$ cat src/rtl/adder_arb_pkg.sv
// adder_arb_pkg: shared types and helpers for the adder_arbiter slice.
//   op_e      : operand selection code presented by each requester
//   rsp_t     : response payload (id, sum, carry) at the default widths
//   wrap_idx  : modular index helper used by the round-robin search
package adder_arb_pkg;

    localparam int unsigned MAX_REQ   = 8;
    localparam int unsigned MAX_ID_W  = 3;
    localparam int unsigned DEF_WIDTH = 8;
    localparam int unsigned CARRY_W   = 2;

    // Operand selection for the three-input adder
    typedef enum logic [1:0] {
        OP_AB   = 2'd0,
        OP_ACB  = 2'd1,
        OP_BCB  = 2'd2,
        OP_ABCB = 2'd3
    } op_e;

    // Response payload view at the default configuration
    typedef struct packed {
        logic [MAX_ID_W-1:0]  id;
        logic [DEF_WIDTH-1:0] sum;
        logic [CARRY_W-1:0]   carry;
    } rsp_t;

    // (base + off) mod n, used to walk requesters upward with wrap
    function automatic int unsigned wrap_idx(input int unsigned base,
                                             input int unsigned off,
                                             input int unsigned n);
        return (base + off) % n;
    endfunction

endpackage

$ cat src/rtl/adder_arbiter_rr_pick.sv
// rr_pick: combinational round-robin picker.
//   req     : request vector
//   ptr     : highest-priority requester index
//   grant_c : one-hot grant (zero when no request)
//   idx_c   : index of the granted requester
//   any_c   : at least one request present
module rr_pick
    import adder_arb_pkg::*;
#(
    parameter int unsigned NUM_REQ = 4,
    parameter int unsigned ID_W    = $clog2(NUM_REQ)
) (
    input  logic [NUM_REQ-1:0] req,
    input  logic [ID_W-1:0]    ptr,
    output logic [NUM_REQ-1:0] grant_c,
    output logic [ID_W-1:0]    idx_c,
    output logic               any_c
);

    // First requester at or after ptr, searching upward with wrap
    always_comb begin
        grant_c = '0;
        idx_c   = '0;
        any_c   = 1'b0;
        for (int unsigned k = 0; k < NUM_REQ; k++) begin
            if (!any_c && req[ID_W'(wrap_idx(32'(ptr), k, NUM_REQ))]) begin
                any_c   = 1'b1;
                idx_c   = ID_W'(wrap_idx(32'(ptr), k, NUM_REQ));
                grant_c[ID_W'(wrap_idx(32'(ptr), k, NUM_REQ))] = 1'b1;
            end
        end
    end

endmodule

$ cat src/rtl/adder_arbiter.sv
// adder_arbiter: round-robin scheduler sharing one registered three-operand
// adder among NUM_REQ requesters, with a single tagged, backpressured
// response port.
//   clk, rst            : clock, asynchronous active-high reset
//   req_valid/req_ready : per-requester handshake (req_ready one-hot or zero)
//   req_a/req_b/req_cb  : per-requester operands
//   req_op              : per-requester op_e
//   rsp_valid/rsp_ready : response handshake
//   rsp_id, rsp_sum     : owner tag and sum modulo 2^WIDTH
//   rsp_carry           : top two bits of the full sum, only when
//                         ADDER_ARB_CARRY_EN is defined
module adder_arbiter
    import adder_arb_pkg::*;
#(
    parameter int unsigned NUM_REQ = 4,
    parameter int unsigned WIDTH   = 8,
    parameter int unsigned ID_W    = $clog2(NUM_REQ)
) (
    input  logic                          clk,
    input  logic                          rst,
    input  logic [NUM_REQ-1:0]            req_valid,
    output logic [NUM_REQ-1:0]            req_ready,
    input  logic [NUM_REQ-1:0][WIDTH-1:0] req_a,
    input  logic [NUM_REQ-1:0][WIDTH-1:0] req_b,
    input  logic [NUM_REQ-1:0][WIDTH-1:0] req_cb,
    input  logic [NUM_REQ-1:0][1:0]       req_op,
    output logic                          rsp_valid,
    input  logic                          rsp_ready,
    output logic [ID_W-1:0]               rsp_id,
    output logic [WIDTH-1:0]              rsp_sum
`ifdef ADDER_ARB_CARRY_EN
    ,
    output logic [CARRY_W-1:0]            rsp_carry
`endif
);

`ifdef ADDER_ARB_CARRY_EN
    localparam int unsigned SUM_W = WIDTH + CARRY_W;
`else
    localparam int unsigned SUM_W = WIDTH;
`endif

    // Reject unsupported requester counts at elaboration
    if (NUM_REQ < 2 || NUM_REQ > MAX_REQ) begin : g_bad_num_req
        $error("adder_arbiter: NUM_REQ must be in 2..8");
    end

    logic [ID_W-1:0]    ptr_q;
    logic [NUM_REQ-1:0] grant_c;
    logic [ID_W-1:0]    idx_c;
    logic               any_c;
    logic               can_issue_c;
    logic               xfer_c;
    logic [WIDTH-1:0]   op_a_c;
    logic [WIDTH-1:0]   op_b_c;
    logic [WIDTH-1:0]   op_cb_c;
    op_e                op_c;
    logic [SUM_W-1:0]   full_c;

    rr_pick #(
        .NUM_REQ (NUM_REQ),
        .ID_W    (ID_W)
    ) u_rr_pick (
        .req     (req_valid),
        .ptr     (ptr_q),
        .grant_c (grant_c),
        .idx_c   (idx_c),
        .any_c   (any_c)
    );

    // A new result may be issued when the result register is empty or draining
    assign can_issue_c = !rsp_valid || rsp_ready;
    assign req_ready   = (can_issue_c && !rst) ? grant_c : '0;
    // Grant is only ever given to a valid requester, so any grant is a transfer
    assign xfer_c      = any_c && can_issue_c && !rst;

    // Operand mux from the granted requester
    assign op_a_c  = req_a[idx_c];
    assign op_b_c  = req_b[idx_c];
    assign op_cb_c = req_cb[idx_c];
    assign op_c    = op_e'(req_op[idx_c]);

    // Three-operand adder, sized to keep the carry bits when they are exported
    always_comb begin
        full_c = '0;
        unique case (op_c)
            OP_AB:   full_c = SUM_W'(op_a_c) + SUM_W'(op_b_c);
            OP_ACB:  full_c = SUM_W'(op_a_c) + SUM_W'(op_cb_c);
            OP_BCB:  full_c = SUM_W'(op_b_c) + SUM_W'(op_cb_c);
            OP_ABCB: full_c = SUM_W'(op_a_c) + SUM_W'(op_b_c) + SUM_W'(op_cb_c);
            default: full_c = '0;
        endcase
    end

    // Round-robin pointer: moves just past the granted requester on transfer
    always_ff @(posedge clk or posedge rst) begin
        if (rst) begin
            ptr_q <= '0;
        end else if (xfer_c) begin
            ptr_q <= ID_W'(wrap_idx(32'(idx_c), 1, NUM_REQ));
        end
    end

    // Result register: reload on transfer (back-to-back), clear valid on drain
    always_ff @(posedge clk or posedge rst) begin
        if (rst) begin
            rsp_valid <= 1'b0;
            rsp_id    <= '0;
            rsp_sum   <= '0;
        end else if (xfer_c) begin
            rsp_valid <= 1'b1;
            rsp_id    <= idx_c;
            rsp_sum   <= full_c[WIDTH-1:0];
        end else if (rsp_ready) begin
            rsp_valid <= 1'b0;
        end
    end

`ifdef ADDER_ARB_CARRY_EN
    // Carry bits follow the same load/hold rule as the sum
    always_ff @(posedge clk or posedge rst) begin
        if (rst) begin
            rsp_carry <= '0;
        end else if (xfer_c) begin
            rsp_carry <= full_c[SUM_W-1:WIDTH];
        end
    end
`endif

endmodule

$ cat config.mk
export PLATFORM = sky130hd
export DESIGN_NAME = adder_arbiter
export DESIGN_NICKNAME = d
export VERILOG_FILES = /design/src/rtl/adder_arb_pkg.sv /design/src/rtl/adder_arbiter_rr_pick.sv /design/src/rtl/adder_arbiter.sv
export SDC_FILE = /design/constraint.sdc
export NUM_CORES = 1
export LEC_CHECK = 0
export BUFFER_PORTS_ARGS = -buffer_cell sky130_fd_sc_hd__buf_2
export CAP_MARGIN = 20
export CORE_UTILIZATION = 45
export DETAILED_ROUTE_END_ITERATION = 7
export HOLD_SLACK_MARGIN = 0.15
export PLACE_DENSITY_LB_ADDON = 0.15
export SYNTH_ARGS = -nofsm -noshare
export SYNTH_HDL_FRONTEND = slang
export SYNTH_SLANG_ARGS = --single-unit
$ cat constraint.sdc
create_clock -name clk -period 7.6 [get_ports clk]
set_input_delay 0.76 -clock clk [delete_from_list [all_inputs] [get_ports clk]]
set_output_delay 0.76 -clock clk [all_outputs]
set_load 0.02 [all_outputs]
==> impl_metrics.csv, run 1 <==
group,metric,value,unit
status,status,"completed",
timing,slew_violations,0,
drt,vias_per_cell,5.33,
timing,fin_setup_tns,0,ns
floorplanning,die_y,78.3,um
run,drv_cap,0,
drt,route.detailed.drc,0,
cts,htreeDepth,1,
synth,yosys.area_share.simple,23.5,%
worst_setup_path,slowest_stage,"a2111oi_0",
cts,cts_resized,0,
place,place.gp.congestion,0.885,
cts,clkLatencyLatePin,0.24,ns
synth,synth-compound-area-share,29.8,%
synth,synth_xor_area_share,4.68,%
worst_setup_path,worst-path-buf-inv,2,
floorplanning,top_level_ports,126,
cts,cts.sinks,13,
floorplanning,design.core.area,5570,um^2
finish,final_cell_mix,"buf_2, nand2_1, a21oi_1, o21ai_0, nor2_1",
global_routing,grt_max_degree,38,
worst_setup_path,crit_fanout,20,
worst_setup_path,crit_family,"compound AO/OA/AOI/OAI gates",
global_routing,grt_pass1_vias,2669,
timing,rsz0062_at_grt,"false",
finish,final_nets,618,
cts,clock-root-buffer,"clkbuf_8",
global_routing,gr-total-overflow,0,
floorplanning,die_area,6130,um^2
worst_setup_path,required,7.78,ns
cts,cts_max_path_buffers,2,
drt,vias,2955,
floorplanning,start_util,47.0,%
floorplanning,num_rows,27,
timing,period_minus_slack,6.34,ns
place,placement.io_buffers,125,
timing,tightest_slew,0.853,ns
synth,synth-seq-cells,13,
synth,synth_fa_ha_area_share,12.0,%
cts,cts_hold_buf,0,
synth,syn_nets,510,
synth,syn_area,2620,um^2
cts,numCtsBuffers,3,
finish,area_growth,25.7,%
floorplanning,die-width,78.3,um
synth,netlist_instances,375,
finish,n_fill_cell,551,
synth,synth-main-ff-cell,"dfrtp_1",
drt,antenna_left,0,
synth,yosysUniqueCellTypes,46,
worst_setup_path,crit_chain,"inv_1 -> ha_1 -> mux2i_1 -> a2111oi_0 -> or3_1 -> nand2_1 -> nand2_1 -> nor2_1 -> a31oi_1 -> ha_1 -> a21o_1 -> a21oi_1 -> o21bai_1 -> a21oi_1 -> xnor2_1 -> mux2i_1 -> o21ai_0 -> ha_1 -> inv_1 -> o21bai_1 -> a21oi_1 -> xnor2_1 -> a2111o_1 -> nand3_1",
worst_setup_path,worstSetupStartpointType,"flip-flop",
timing,finalCritPeriodShare,83.4,%
cts,cts_tree,"done",
worst_setup_path,critPathKind,"reg -> reg",
synth,synth_top_family_by_area,"compound AO/OA/AOI/OAI gates",
timing,finalHoldViolations,0,
synth,synth_edf_count,0,
global_routing,grt_pass1_wl,11400,um
synth,yosysSeqAreaShare,12.4,%
drt,routedWlPerCell,12.6,um
global_routing,grt_usage,22.6,%
timing,skew,0.00228,ns
drt,drtIter0Drc,170,
synth,async_reset_ff_share,100,%
worst_setup_path,arrival,6.51,ns
finish,layout_commonest_cell,"buf_2",
drt,first_pass_iters,6,
synth,synth_warnings,0,
global_routing,antenna_found_initial,0,
synth,avgSynthCellArea,6.99,um^2
worst_setup_path,end_kind,"flip-flop",
timing,finalSetupViolCount,0,
synth,synth_mux_area_share,11.4,%
timing,max-slew-margin-rel,41.6,%
timing,fmax,0.158,GHz
hold_path,worst_hold_path_type,"reg -> reg",
cts,cts.clk_slew.worst_paths,0.05,ns
place,dp_hpwl,5710,um
worst_setup_path,max_stage_delay,0.75,ns
cts,cts_setup_buffers,0,
drt,wl,6990,um
finish,antenna-diode-count,0,
finish,drive_above_1_share,29.9,%
## final cells by class
cell class	count	area [um^2]	share of cell area (%)
Timing Repair Buffer	129	656	19.9
Multi-Input combinational cell	326	2140	64.9
Clock inverter	1	5.00	0.152
Sequential cell	13	325	9.87
Inverter	10	37.5	1.14
Clock buffer	3	41.3	1.25
Tap cell	72	90.1	2.73
## synth_stat cells (all sizes together), types with 2 or more instances
| library cell | n | share of area, % |
|---|---|---|
| a211oi | 20 | 5.7 |
| a21o | 6 | 1.7 |
| a21oi | 24 | 4.6 |
| a221o | 4 | 1.5 |
| a31oi | 23 | 5.5 |
| and2 | 20 | 4.8 |
| buf | 12 | 2.7 |
| clkbuf | 14 | 2.0 |
| dfrtp | 13 | 12 |
| fa | 2 | 1.5 |
| ha | 22 | 11 |
| inv | 10 | 1.4 |
| mux2 | 5 | 2.3 |
| mux2i | 17 | 6.5 |
| mux4 | 3 | 2.6 |
| nand2 | 86 | 12 |
| nand3 | 5 | 0.95 |
| nor2 | 24 | 3.4 |
| nor3 | 3 | 0.76 |
| o211ai | 2 | 0.76 |
| o21ai | 27 | 5.2 |
| o21bai | 5 | 1.4 |
| xnor2 | 11 | 3.7 |
| xor2 | 3 | 1.0 |
## kinds of logic after synthesis
group | Yosys count
flops | 13
mux | 25
buf+inv | 36
fa+ha+maj | 24
compound gates | 120
simple gates | 143
xor+xnor | 14
## worst paths after layout
path / slack, ns / endpoint / depth (start not counted) / from
min in group asynchronous: 0.54 / rsp_sum[0] / 2 / rst
hold / removal: 0.47 / rsp_sum[5] / 2 / rsp_sum[5]
hold reg to reg: 0.47 / rsp_sum[5] / 2 / rsp_sum[5]
max in group asynchronous: 6.72 / rsp_valid / 2 / rst
setup / recovery: 1.26 / rsp_sum[7] / 24 / ptr_q[0]
setup reg to reg: 1.26 / rsp_sum[7] / 24 / ptr_q[0]
## layer usage
metal,vias to the layer above,global-route usage [%],wire (um)
li1,1556,-,-
met1,1294,30.2,3290
met2,98,39.8,3240
met3,7,1.98,406
met4,0,4.07,55
met5,-,0,0
## metrics by stage
| step | std cells | hold WS (ns) | setup slack, ns | area, um^2 | util (%) |
|---|---|---|---|---|---|
| after global routing | 554 | 0.514 | 0.595 | 3290 | 59.1 |
| after floorplan | 375 | 0.590 | 1.89 | 2620 | - |
| after global placement | 550 | 0.455 | 1.45 | 3250 | 58.3 |
| after detailed placement | 550 | 0.467 | 1.26 | 3250 | 58.3 |
| final | 554 | 0.471 | 1.26 | 3290 | 59.1 |
| after CTS | 554 | 0.479 | 1.26 | 3290 | 59.1 |
## flip-flops by register name (all words and copies together) (netlist names)
signal	flops
rsp_id	2
rsp_sum	8
rsp_valid	1
ptr_q	2
## worst register-to-register path: stages, from the launching register on
cell and delay [ns]:
dfrtp_1 0.62, inv_1 0.26, ha_1 0.46, mux2i_1 0.15
a2111oi_0 0.75, or3_1 0.59, nand2_1 0.12, nand2_1 0.07
nor2_1 0.03, a31oi_1 0.38, ha_1 0.32, a21o_1 0.17
a21oi_1 0.23, o21bai_1 0.12, a21oi_1 0.25, xnor2_1 0.18
mux2i_1 0.10, o21ai_0 0.26, ha_1 0.28, inv_1 0.08
o21bai_1 0.08, a21oi_1 0.18, xnor2_1 0.10, a2111o_1 0.39
nand3_1 0.07
Power of run 1 is left out: the tool's default activity adds up to more than one toggle a clock period on the data nets, which glitch-free logic cannot reach.
==> inputs of run 2 (changes only) <==
- ABC_AREA: unset -> 1
- clock period: 7.6 -> 5.98 ns (I/O delays scaled with it)
==> run 2 against run 1 <==
Net effect: non-clock buffer count down 2; area after synthesis rose by 4.5%; worst setup slack got worse by 0.60 ns; die area is 4.4% higher; sequential share of layout area is 0.24 points lower; hold slack worse by 0.099 ns; global-route usage grew 0.15 points; critical endpoint unchanged; largest cell class unchanged; highest routed layer unchanged.
==> impl_metrics.csv, run 2 <==
group,metric,value,unit
floorplanning,num_rows,28,
global_routing,grt_usage,22.8,%
drt,drtIter0Drc,123,
finish,antenna-diode-count,0,
status,status,"completed",
hold_path,worst_hold_path_type,"in -> async",
synth,synth-main-ff-cell,"dfrtp_1",
place,place.gp.congestion,0.889,
worst_setup_path,cp_common_cell,"a21oi_1",
finish,top_regs,"rsp_sum (8), ptr_q (2), rsp_id (2)",
global_routing,grt_max_degree,63,
timing,fmax,0.188,GHz
timing,slew_violations,0,
timing,finalHoldViolations,0,
drt,route.detailed.drc,0,
timing,skew,0.00548,ns
synth,yosysMostFrequentCell,"nand2_1",
worst_setup_path,critPathKind,"reg -> reg",
timing,finalCritPeriodShare,88.8,%
finish,final_nets,691,
drt,vias_per_cell,5.22,
drt,first_pass_iters,4,
synth,async_reset_ff_share,100,%
worst_setup_path,crit_fanout,47,
timing,finalSetupViolCount,0,
drt,wl,7390,um
cts,cts.sinks,13,
drt,antenna_left,0,
synth,syn_area,2740,um^2
place,dp_hpwl,6110,um
cts,cts.clk_slew.worst_paths,0.05,ns
timing,tightest_slew,0.674,ns
synth,syn_nets,578,
synth,yosysSeqAreaShare,11.9,%
cts,clock-root-buffer,"clkbuf_8",
finish,largest_register_ff_count,8,
run,drv_cap,0,
finish,final_cell_mix,"buf_2, nand2_1, a21oi_1, inv_1, nand3_1",
synth,yosysUniqueCellTypes,41,
worst_setup_path,worstSetupStartpointType,"flip-flop",
synth,netlist_instances,443,
synth,synth_top_area_cell,"nand2_1",
timing,rsz0062_at_grt,"false",
worst_setup_path,end_kind,"flip-flop",
synth,synth_commonest_cells,"nand2_1, a21oi_1, inv_1",
global_routing,grt_pass1_vias,2830,
drt,routedWlPerCell,11.7,um
cts,cts_hold_buf,0,
synth,synth-seq-cells,13,
worst_setup_path,arrival,5.48,ns
synth,synth_warnings,0,
timing,fin_setup_tns,0,ns
cts,htreeDepth,1,
synth,avgSynthCellArea,6.18,um^2
cts,cts_tree,"done",
floorplanning,design.core.area,5890,um^2
finish,n_fill_cell,642,
cts,numCtsBuffers,3,
worst_setup_path,max_stage_delay,0.50,ns
synth,synth_edf_count,0,
floorplanning,die-width,80.0,um
cts,cts_max_path_buffers,2,
finish,drive_above_1_share,29.4,%
synth,synthTopCellsByArea,"nand2_1, dfrtp_1, ha_1, a21oi_1, nand3_1",
timing,period_minus_slack,5.31,ns
worst_setup_path,required,6.15,ns
global_routing,gr-total-overflow,0,
floorplanning,top_level_ports,126,
cts,cts_setup_buffers,0,
cts,clkLatencyLatePin,0.24,ns
global_routing,grt_pass1_wl,11900,um
finish,layout_commonest_cell,"buf_2",
floorplanning,start_util,46.5,%
finish,area_growth,23.9,%
drt,vias,3291,
global_routing,antenna_found_initial,0,
synth,synth_top_area_share,15.9,%
finish,top_register,"rsp_sum",
floorplanning,die_y,80.0,um
worst_setup_path,slowest_stage,"dfrtp_1",
place,placement.io_buffers,125,
timing,max-slew-margin-rel,55.0,%
floorplanning,die_area,6400,um^2
[run 2: cell count changes after synthesis, sizes merged, moves of 17 or more]
cell	change
nand3	+36
mux2i	-17
a21oi	+18
inv	+34
a31oi	-21
nand2	+44
and2	-19
a211oi	-19
[run 2: logic make-up after synthesis]
family                   count (synthesis)  synth area share (%)
XOR/XNOR                                 9                  2.88
adder cells (fa/ha/maj)                 24                  11.5
AO/OA/AOI/OAI                          115                  24.6
flip-flops                              13                  11.9
AND/OR/NAND/NOR                        219                  38.1
buffers and inverters                   63                  11.1
[run 2: metrics by stage]
| step | instances | utilization [%] | instance area, um^2 | hold WS [ns] | setup WS [ns] |
|---|---|---|---|---|---|
| 2_1_floorplan | 443 | - | 2740 | 0.475 | 1.26 |
| 3_3_place_gp | 626 | 56.8 | 3340 | 0.460 | 0.848 |
| 3_5_place_dp | 626 | 56.8 | 3340 | 0.465 | 0.614 |
| 4_1_cts | 630 | 57.6 | 3390 | 0.390 | 0.602 |
| 5_1_grt | 630 | 57.6 | 3390 | 0.409 | 0.0764 |
| 6_report | 630 | 57.6 | 3390 | 0.373 | 0.667 |
[run 2: cell type report]
cell class,count,area [um^2],share of cell area (%)
multi-input cells,367,2110,62.2
flip-flops and latches,13,327,9.63
repair buffers,127,641,18.9
clock buffers,4,45.0,1.33
well taps,75,93.8,2.77
inverters,44,175,5.17
[run 2: worst max-delay path, delay by kind of cell, from the launching register on]
family	cells	cell delay, ns
buffers and inverters	4	0.62
flip-flops	1	0.50
AO/OA/AOI/OAI	9	1.46
XOR/XNOR	2	0.36
adder cells (fa/ha/maj)	4	1.38
AND/OR/NAND/NOR	9	0.89
[run 2: routing by layer]
layer	track usage, %	part of all wire (%)	vias up
met5	0	0	-
met4	4.11	0.70	0
met3	1.83	4.8	4
met2	42.2	49	97
met1	28.6	46	1457
li1	-	-	1733
[run 2: timing repair]
item | in CTS | in global routing
endpoints found under the setup margin | 0 | 1
hold endpoints to repair | 0 | 0
gates resized for setup | 0 | 1
[run 2: path summary, 6_finish.rpt]
path / slack (ns) / from / depth (start not counted) / end
hold / removal: 0.37 / rst / 2 / rsp_sum[6]
setup reg to reg: 0.67 / ptr_q[1] / 28 / rsp_sum[7]
setup / recovery: 0.67 / ptr_q[1] / 28 / rsp_sum[7]
hold reg to reg: 0.48 / rsp_sum[2] / 2 / rsp_sum[2]
max in group asynchronous: 5.26 / rst / 2 / ptr_q[0]
min in group clk: 0.48 / rsp_sum[2] / 2 / rsp_sum[2]
Power of run 2 is left out for the same reason.
==> inputs of run 3 (changes only) <==
- ABC_AREA: 1 -> unset
- HOLD_SLACK_MARGIN: 0.15 -> unset
==> run 3 against run 2 <==
Net effect: clock skew decreased by 0.0045 ns; cell count decreased by 11%; sequential share of layout area increased by 0.070 points; first-iteration DRC count decreased by 23%; via count decreased by 7.9%; non-clock buffer count increased by 6; die area decreased by 4.2%; clock-buffer cell count decreased by 1; register-to-register slack got worse by 0.29 ns; global-route usage decreased by 0.18 points; sequential cell count unchanged; wire length decreased by 0.57%.
==> impl_metrics.csv, run 3 (synthesis gave the netlist of run 1 again) <==
group,metric,value,unit
cts,numCtsBuffers,3,
timing,slew_violations,0,
drt,wl,7350,um
timing,finalSetupViolCount,0,
timing,tightest_slew,0.691,ns
place,dp_hpwl,5920,um
hold_path,worst_hold_path_type,"in -> async",
cts,cts.sinks,13,
cts,cts_tree,"done",
worst_setup_path,end_kind,"flip-flop",
finish,area_growth,28.0,%
cts,clock-root-buffer,"clkbuf_8",
place,placement.io_buffers,125,
drt,vias_per_cell,5.42,
finish,drive_above_1_share,31.0,%
status,status,"completed",
floorplanning,die_y,78.3,um
finish,largest_register_ff_count,8,
drt,first_pass_iters,4,
cts,clkLatencyLatePin,0.24,ns
global_routing,grt_pass1_wl,11300,um
timing,finalCritPeriodShare,93.7,%
finish,layout_commonest_cell,"buf_2",
timing,rsz0062_at_grt,"false",
worst_setup_path,arrival,5.78,ns
global_routing,grt_max_degree,42,
floorplanning,start_util,47.0,%
worst_setup_path,required,6.16,ns
timing,skew,0.00103,ns
floorplanning,die-width,78.3,um
worst_setup_path,reg2regPathDepth,24,
finish,antenna-diode-count,0,
timing,finalHoldViolations,0,
global_routing,grt_pass1_vias,2601,
worst_setup_path,worstSetupStartpointType,"flip-flop",
finish,multiInputGateArea,2170,um^2
cts,cts.clk_slew.worst_paths,0.05,ns
timing,fmax,0.178,GHz
timing,max-slew-margin-rel,53.9,%
worst_setup_path,critPathKind,"reg -> reg",
worst_setup_path,crit_fanout,20,
floorplanning,top_level_ports,126,
floorplanning,num_rows,27,
timing,fin_setup_tns,0,ns
run,drv_cap,0,
floorplanning,die_area,6130,um^2
timing,period_minus_slack,5.60,ns
drt,route.detailed.drc,0,
global_routing,gr-total-overflow,0,
finish,top_regs,"rsp_sum (8), ptr_q (2), rsp_id (2)",
finish,n_fill_cell,569,
finish,top_register,"rsp_sum",
global_routing,grt_usage,22.6,%
global_routing,antenna_found_initial,0,
drt,antenna_left,0,
cts,htreeDepth,1,
drt,routedWlPerCell,13.2,um
cts,cts_max_path_buffers,2,
drt,drtIter0Drc,95,
finish,final_nets,623,
finish,seqCellArea,325,um^2
drt,vias,3031,
floorplanning,design.core.area,5570,um^2
finish,final_cell_mix,"buf_2, nand2_1, a21oi_1, nor2_1",
place,place.gp.congestion,0.860,
-- run 3: cell count changes in the layout (fill, tap and decap cells not counted), moves of 17 or more --
cell,delta
nand3_1,-29
inv_1,-28
and2_1,+19
nand2_1,-30
a31oi_1,+21
a211oi_1,+18
a21oi_1,-18
mux2i_1,+17
-- run 3: final cells by class --
type                            count  area share (%)
Inverter                           10            1.12
Sequential cell                    13            9.70
Multi-Input combinational cell    327            64.7
Timing Repair Buffer              133            20.4
Tap cell                           72            2.69
Clock inverter                      1           0.149
Clock buffer                        3            1.23
-- run 3: final timing paths --
check                            from          to  slack [ns]
max                          ptr_q[1]  rsp_sum[7]        0.38
min                               rst  rsp_sum[2]        0.39
max reg2reg                  ptr_q[1]  rsp_sum[7]        0.38
min reg2reg                rsp_sum[4]  rsp_sum[4]        0.48
max in group asynchronous         rst   rsp_valid        5.24
min in group clk           rsp_sum[4]  rsp_sum[4]        0.48
-- run 3: timing repair --
item,in CTS,in global routing
resized for setup,0,5
endpoints found under the setup margin,0,3
setup buffers,0,0
hold buffers,0,0
-- run 3: routing by layer --
layer	vias to the layer above	routed length [um]	GRT usage (%)
met5	-	0	0
met4	0	31	3.33
met3	4	332	1.40
met2	92	3570	42.4
met1	1366	3420	28.7
li1	1569	-	-
-- run 3: worst max-delay path, cell delays in order, from the launching register on --
cell and delay, ns:
dfrtp_1 0.38, inv_1 0.23, ha_1 0.39, mux2_1 0.40, a211oi_4 0.37, or3_4 0.31, nand2_1 0.08, nand2_1 0.05
nor2_1 0.04, a31oi_1 0.36, ha_1 0.32, a21o_1 0.17, a21oi_1 0.23, o21bai_1 0.12, a21oi_1 0.27, xnor2_1 0.19
mux2i_1 0.11, o21ai_0 0.28, ha_1 0.29, inv_1 0.09, o21bai_1 0.08, a21oi_1 0.20, xnor2_1 0.12, a2111o_1 0.41
nand3_1 0.07
-- run 3: per-stage QoR --
| step | area (um^2) | cells | worst slack [ns] | util (%) | hold WS, ns |
|---|---|---|---|---|---|
| after floorplan | 2620 | 375 | 0.270 | - | 0.483 |
| after global placement | 3280 | 554 | 0.405 | 58.8 | 0.458 |
| after CTS | 3320 | 558 | 0.133 | 59.6 | 0.403 |
| final | 3350 | 559 | 0.375 | 60.2 | 0.385 |
| after detailed placement | 3280 | 554 | 0.152 | 58.8 | 0.466 |
| after global routing | 3350 | 559 | 0.0281 | 60.2 | 0.425 |
Power of run 3 is left out for the same reason.
